**src/rtl/fun_arbiter.sv**
```systemverilog
// fun_arbiter: round-robin front end sharing one fun unit (y = sqrt(a + b^3))
// among N_REQ requesters, with a start/busy handshake and a watchdog.
//
// state    | meaning
// IDLE     | waiting for a pending request while the fun unit is idle
// ISSUE    | operands latched, fun_start_o high for this one cycle
// WAIT_HI  | waiting (at most two cycles) for fun_busy_i to rise
// WAIT_LO  | fun unit running, watchdog counts down until busy falls
// DONE     | done_o[idx] and err_o pulse, pointer moves past the winner
module fun_arbiter #(
   parameter int N_REQ       = 4,
   parameter int W           = 8,
   parameter int TIMEOUT_CYC = 64
) (
   input  logic               clk_i,
   input  logic               rst_ni,
   input  logic [N_REQ-1:0]   req_i,
   input  logic [N_REQ*W-1:0] a_bi,
   input  logic [N_REQ*W-1:0] b_bi,
   output logic [N_REQ-1:0]   done_o,
   output logic [W-1:0]       result_bo,
   output logic               err_o,
   output logic               busy_o,
   output logic               fun_start_o,
   output logic [W-1:0]       fun_a_bo,
   output logic [W-1:0]       fun_b_bo,
   input  logic               fun_busy_i,
   input  logic [W-1:0]       fun_y_bi
);

   localparam int IDX_W = (N_REQ > 1) ? $clog2(N_REQ) : 1;
   // Watchdog only ever holds values up to TIMEOUT_CYC-1 (TIMEOUT_CYC >= 2).
   localparam int WD_W  = $clog2(TIMEOUT_CYC);

   typedef enum logic [2:0] {
      ST_IDLE,
      ST_ISSUE,
      ST_WAIT_HI,
      ST_WAIT_LO,
      ST_DONE
   } state_t;

   state_t             state_q, state_d;
   logic [IDX_W-1:0]   ptr_q, ptr_d;
   logic [IDX_W-1:0]   idx_q, idx_d;
   logic [W-1:0]       fun_a_q, fun_a_d;
   logic [W-1:0]       fun_b_q, fun_b_d;
   logic [W-1:0]       result_q, result_d;
   logic [WD_W-1:0]    wdog_q, wdog_d;
   logic               start_q, start_d;
   logic [N_REQ-1:0]   done_q, done_d;
   logic               err_q, err_d;
   logic               busy_q, busy_d;

   logic [N_REQ-1:0]   pend;
   logic               gnt_vld;
   logic [IDX_W-1:0]   gnt_idx;
   logic [IDX_W-1:0]   cand;

   // A requester whose done pulse is showing is not yet asking for a new op.
   assign pend = req_i & ~done_q;

   // Round-robin pick: first pending request at ptr, ptr+1, ... wrapping at N_REQ.
   always_comb begin
      gnt_vld = 1'b0;
      gnt_idx = '0;
      cand    = '0;
      for (int i = 0; i < N_REQ; i++) begin
         if (int'(ptr_q) + i >= N_REQ) cand = IDX_W'(int'(ptr_q) + i - N_REQ);
         else                          cand = IDX_W'(int'(ptr_q) + i);
         if (!gnt_vld && pend[cand]) begin
            gnt_vld = 1'b1;
            gnt_idx = cand;
         end
      end
   end

   // Next-state and next-output logic; the watchdog is a down-counter that
   // times out when it reaches zero while busy is still in the wrong level.
   always_comb begin
      state_d  = state_q;
      ptr_d    = ptr_q;
      idx_d    = idx_q;
      fun_a_d  = fun_a_q;
      fun_b_d  = fun_b_q;
      result_d = result_q;
      wdog_d   = wdog_q;
      start_d  = 1'b0;
      done_d   = '0;
      err_d    = 1'b0;
      case (state_q)
         ST_IDLE: begin
            wdog_d = '0;
            // A leftover busy (e.g. after a timeout) blocks any new issue.
            if (gnt_vld && !fun_busy_i) begin
               idx_d   = gnt_idx;
               fun_a_d = a_bi[int'(gnt_idx)*W +: W];
               fun_b_d = b_bi[int'(gnt_idx)*W +: W];
               start_d = 1'b1;
               state_d = ST_ISSUE;
            end
         end
         ST_ISSUE: begin
            wdog_d  = WD_W'(1);
            state_d = ST_WAIT_HI;
         end
         ST_WAIT_HI: begin
            if (fun_busy_i) begin
               wdog_d  = WD_W'(TIMEOUT_CYC - 1);
               state_d = ST_WAIT_LO;
            end else if (wdog_q == '0) begin
               result_d = '0;
               err_d    = 1'b1;
               done_d   = N_REQ'(1) << idx_q;
               state_d  = ST_DONE;
            end else begin
               wdog_d = wdog_q - 1'b1;
            end
         end
         ST_WAIT_LO: begin
            if (!fun_busy_i) begin
               result_d = fun_y_bi;
               done_d   = N_REQ'(1) << idx_q;
               state_d  = ST_DONE;
            end else if (wdog_q == '0) begin
               result_d = '0;
               err_d    = 1'b1;
               done_d   = N_REQ'(1) << idx_q;
               state_d  = ST_DONE;
            end else begin
               wdog_d = wdog_q - 1'b1;
            end
         end
         ST_DONE: begin
            ptr_d   = (idx_q == IDX_W'(N_REQ - 1)) ? '0 : idx_q + 1'b1;
            wdog_d  = '0;
            state_d = ST_IDLE;
         end
         default: begin
            state_d = ST_IDLE;
         end
      endcase
   end

   assign busy_d = (state_d != ST_IDLE);

   // State and registered outputs; reset abandons any op in flight.
   always_ff @(posedge clk_i or negedge rst_ni) begin
      if (!rst_ni) begin
         state_q  <= ST_IDLE;
         ptr_q    <= '0;
         idx_q    <= '0;
         fun_a_q  <= '0;
         fun_b_q  <= '0;
         result_q <= '0;
         wdog_q   <= '0;
         start_q  <= 1'b0;
         done_q   <= '0;
         err_q    <= 1'b0;
         busy_q   <= 1'b0;
      end else begin
         state_q  <= state_d;
         ptr_q    <= ptr_d;
         idx_q    <= idx_d;
         fun_a_q  <= fun_a_d;
         fun_b_q  <= fun_b_d;
         result_q <= result_d;
         wdog_q   <= wdog_d;
         start_q  <= start_d;
         done_q   <= done_d;
         err_q    <= err_d;
         busy_q   <= busy_d;
      end
   end

   assign done_o      = done_q;
   assign result_bo   = result_q;
   assign err_o       = err_q;
   assign busy_o      = busy_q;
   assign fun_start_o = start_q;
   assign fun_a_bo    = fun_a_q;
   assign fun_b_bo    = fun_b_q;

endmodule

```
**config.mk**
```make
export PLATFORM = sky130hd
export DESIGN_NAME = fun_arbiter
export DESIGN_NICKNAME = d
export VERILOG_FILES = /design/src/rtl/fun_arbiter.sv
export SDC_FILE = /design/constraint.sdc
export NUM_CORES = 1
export LEC_CHECK = 0
export BUFFER_PORTS_ARGS = -buffer_cell sky130_fd_sc_hd__buf_2
export CELL_PAD_IN_SITES_DETAIL_PLACEMENT = 1
export CELL_PAD_IN_SITES_GLOBAL_PLACEMENT = 1
export CORE_ASPECT_RATIO = 0.7
export CORE_UTILIZATION = 38
export DETAILED_ROUTE_END_ITERATION = 8
export PLACE_DENSITY = 0.84
export SLEW_MARGIN = 15
export SYNTH_ARGS = -nofsm -noshare
export SYNTH_HDL_FRONTEND = slang
export SYNTH_SLANG_ARGS = --single-unit
```
**constraint.sdc**
```tcl
create_clock -name clk_i -period 3.9 [get_ports clk_i]
set_input_delay 0.39 -clock clk_i [delete_from_list [all_inputs] [get_ports clk_i]]
set_output_delay 0.39 -clock clk_i [all_outputs]
set_load 0.01 [all_outputs]
```
==> impl_results.md <==
- Worst Path Required: 4040 ps
- Largest net degree at the start of global routing: 45
- Die Span Y: 69.2 um
- CP startpoint: ptr_q[1]
- Grt ovf: 0
- Max Freq: 417 MHz
- Power density cells: 699 nW/um^2
- Vias: 2146
- Setup TNS: 0 ps
- Initial antenna violation count: 0
- Worst-Skew Late Latency: 290 ps
- Max Transition Viols Final: 0
- WL/cell: 16.8 um
- Routed WL: 6780 um
- Flop-to-flop setup slack: 1500 ps
- Final hold viol count: 0
- Post-Syn Area per Cell: 11.2 um^2
- Outcome: finished, violations left
- Row count: 24
- Initial DRC Count: 66
- # DRC: 5
- CP Capture Point: fun_b_bo[5]
- Syn_nets: 303
- Cell Int Power: 1.29 mW
- Commonest register cell after synthesis: dfrtp_1
- Root buf cell: clkbuf_8
- Finished Core Util: 50.2%
- # resized after CTS: 0
- Syn. warnings: 0
- RePlAce Congestion: 0.833
- Startpoint types: flip-flop
- Commonest non-fill, non-tap cell in the layout: buf_2
- Wire length of the first global-routing pass: 10900 um
- Vias in the first global route: 2223
- Die ar.: 6780 um^2
- Rel. slew slack: 33.2%
- Hold WC Path Type: primary input to asynchronous set/reset pin
- Endpoints failing setup: 0
- Post-CTS Hold Buffers: 0
- RSZ-0062 raised after global routing: false
- Layout cells sized above 1: 42.3%
- Gr usage total: 20.3%
- EDFF count, synth: 0
- Leak: 1.66 nW
- CTS Buf Count: 5
- Setup bufs post-CTS: 0
- Core ar.: 6220 um^2
- Register area share after synthesis: 44.9%
- Most frequent cells in the layout: 109 x buf_2, 44 x dfrtp_1, 32 x mux2i_1
- Vias/cell: 5.31
- Gate Count Post-Synth: 218
- Critical path capture point type: flip-flop
- Flop pwr share: 37.3%
- Reg-to-reg endpoint: fun_b_bo[5]
- Ant diodes: 0
- Final Net Count: 411
- CTS Buffer Depth: 2
- Area delta synth->final: 27.5%
- Worst Tran Pin Value: 1000 ps
- Drt first pass iters: 6
- Yosys reg bits: 44
- Maximum vdd drop: 322 uV
- R2r worst-path depth: 6
- H-tree depth: 2
- Power, Total: 2.18 mW
- WP data arrival: 2540 ps
- Fin Clk Skew: 7.32 ps
- Post-DP HPWL: 5240 um
- Critical path class: flip-flop to flip-flop
- Distinct cells, synth: 47
- Post-synth ARST share: 100%
- Routed Antenna Nets: 0
- FF-to-FF Start: ptr_q[1]
- Die width: 98.0 um
- I/O Pins: 110
- Comb pwr share: 48.6%
- Sw Share: 40.9%
- Min Tclk post-route: 2400 ps
- Clock power frac: 14.1%
- Starting Density: 39.4%
- Maximum fanout along the worst path: 17
- Failing checks: DRC
- Fin crit share: 61.4%
- Mapped Area: 2450 um^2
- Buffers on Ports: 109
- Clock Sinks: 44
- Worst-path clk slew: 80 ps
- CTS tree: yes
- Psw: 0.892 mW
- # Max-Cap Violations: 0
-- layout make-up --
| class | count | area, um^2 |
|---|---|---|
| well taps | 78 | 97.6 |
| repair buffers | 110 | 553 |
| inverters | 6 | 25.0 |
| clock buffers | 7 | 96.3 |
| fillers | 708 | 3090 |
| multi-input cells | 159 | 1250 |
| flip-flops and latches | 44 | 1100 |
-- worst min-delay path by stage --
| stage | slack [ps] | startpoint | endpoint |
|---|---|---|---|
| after floorplan | 90 | rst_ni | busy_o |
| after global placement | 470 | fun_b_bo[0] | fun_b_bo[0] |
| after detailed placement | 470 | fun_a_bo[4] | fun_a_bo[4] |
| after CTS | 310 | rst_ni | fun_b_bo[3] |
| after global routing | 300 | fun_y_bi[5] | result_bo[5] |
| final | 260 | rst_ni | fun_b_bo[3] |
-- flip-flops by register name, indices dropped and copies added, names as in the netlist --
name / cells
fun_a_bo: 8
fun_b_bo: 8
result_bo: 8
wdog_q: 6
done_o: 4
state_q: 3
idx_q: 2
ptr_q: 2
busy_o: 1
err_o: 1
fun_start_o: 1
-- worst max-delay path, stage by stage, from the launching register on --
cell and delay [ps]:
dfrtp_1 470, nor4b_1 500, a21oi_1 150, o21ai_4 300, buf_4 420, mux2i_1 280, o221ai_2 130
-- cells in the mapped netlist, drive strengths merged, types with 2 or more instances --
cell type / number / area share [%]
nor4: 2 / 0.51
a22oi: 2 / 0.61
nor3b: 3 / 0.92
o21ai: 10 / 2.3
o221ai: 17 / 8.4
o211ai: 4 / 1.2
nand3: 3 / 0.82
inv: 6 / 1.0
or2: 2 / 0.61
ha: 6 / 3.1
clkbuf: 2 / 0.31
dfrtp: 44 / 45
a22o: 8 / 2.9
mux2i: 32 / 13
nand2: 30 / 4.9
and2: 4 / 1.0
nor3: 2 / 0.41
nor2: 5 / 0.77
a21oi: 4 / 0.82
a21boi: 2 / 0.61
nor2b: 3 / 0.77
nand2b: 7 / 2.1
buf: 7 / 3.0
-- power by group through the flow --
stage	Combinational (mW)	Clock [mW]	Sequential [mW]
after floorplan	0.697	0	0.843
after global placement	1.02	0	0.805
after detailed placement	1.08	0	0.814
after CTS	1.07	0.316	0.813
after global routing	1.17	0.336	0.840
final	1.06	0.308	0.815
-- cells by family (layout without fill, tap and decap cells) --
group,after synthesis,after routing,share of synthesized area [%]
mux,33,33,13.5
simple gates,67,67,15.1
compound gates,53,53,19.1
fa+ha+maj,6,6,3.06
flops,44,44,44.9
buf+inv,15,123,4.34
-- routing by layer --
metal	GRT usage, %	share of wire (%)	vias to the layer above
li1	-	-	1025
met1	27.4	46	1052
met2	33.6	49	61
met3	3.43	4.1	8
met4	5.89	1.1	0
met5	0	0	-
-- stage by stage --
step	setup WS [ps]	hold WS [ps]	instance area, um^2	instances
final	1500	263	3120	404
after global routing	1350	305	3120	404
after detailed placement	1530	472	3030	397
after CTS	1520	306	3120	404
after global placement	1620	467	3030	397
after floorplan	2070	94.4	2450	218
Note: power is estimated with default switching activity, not from simulation.
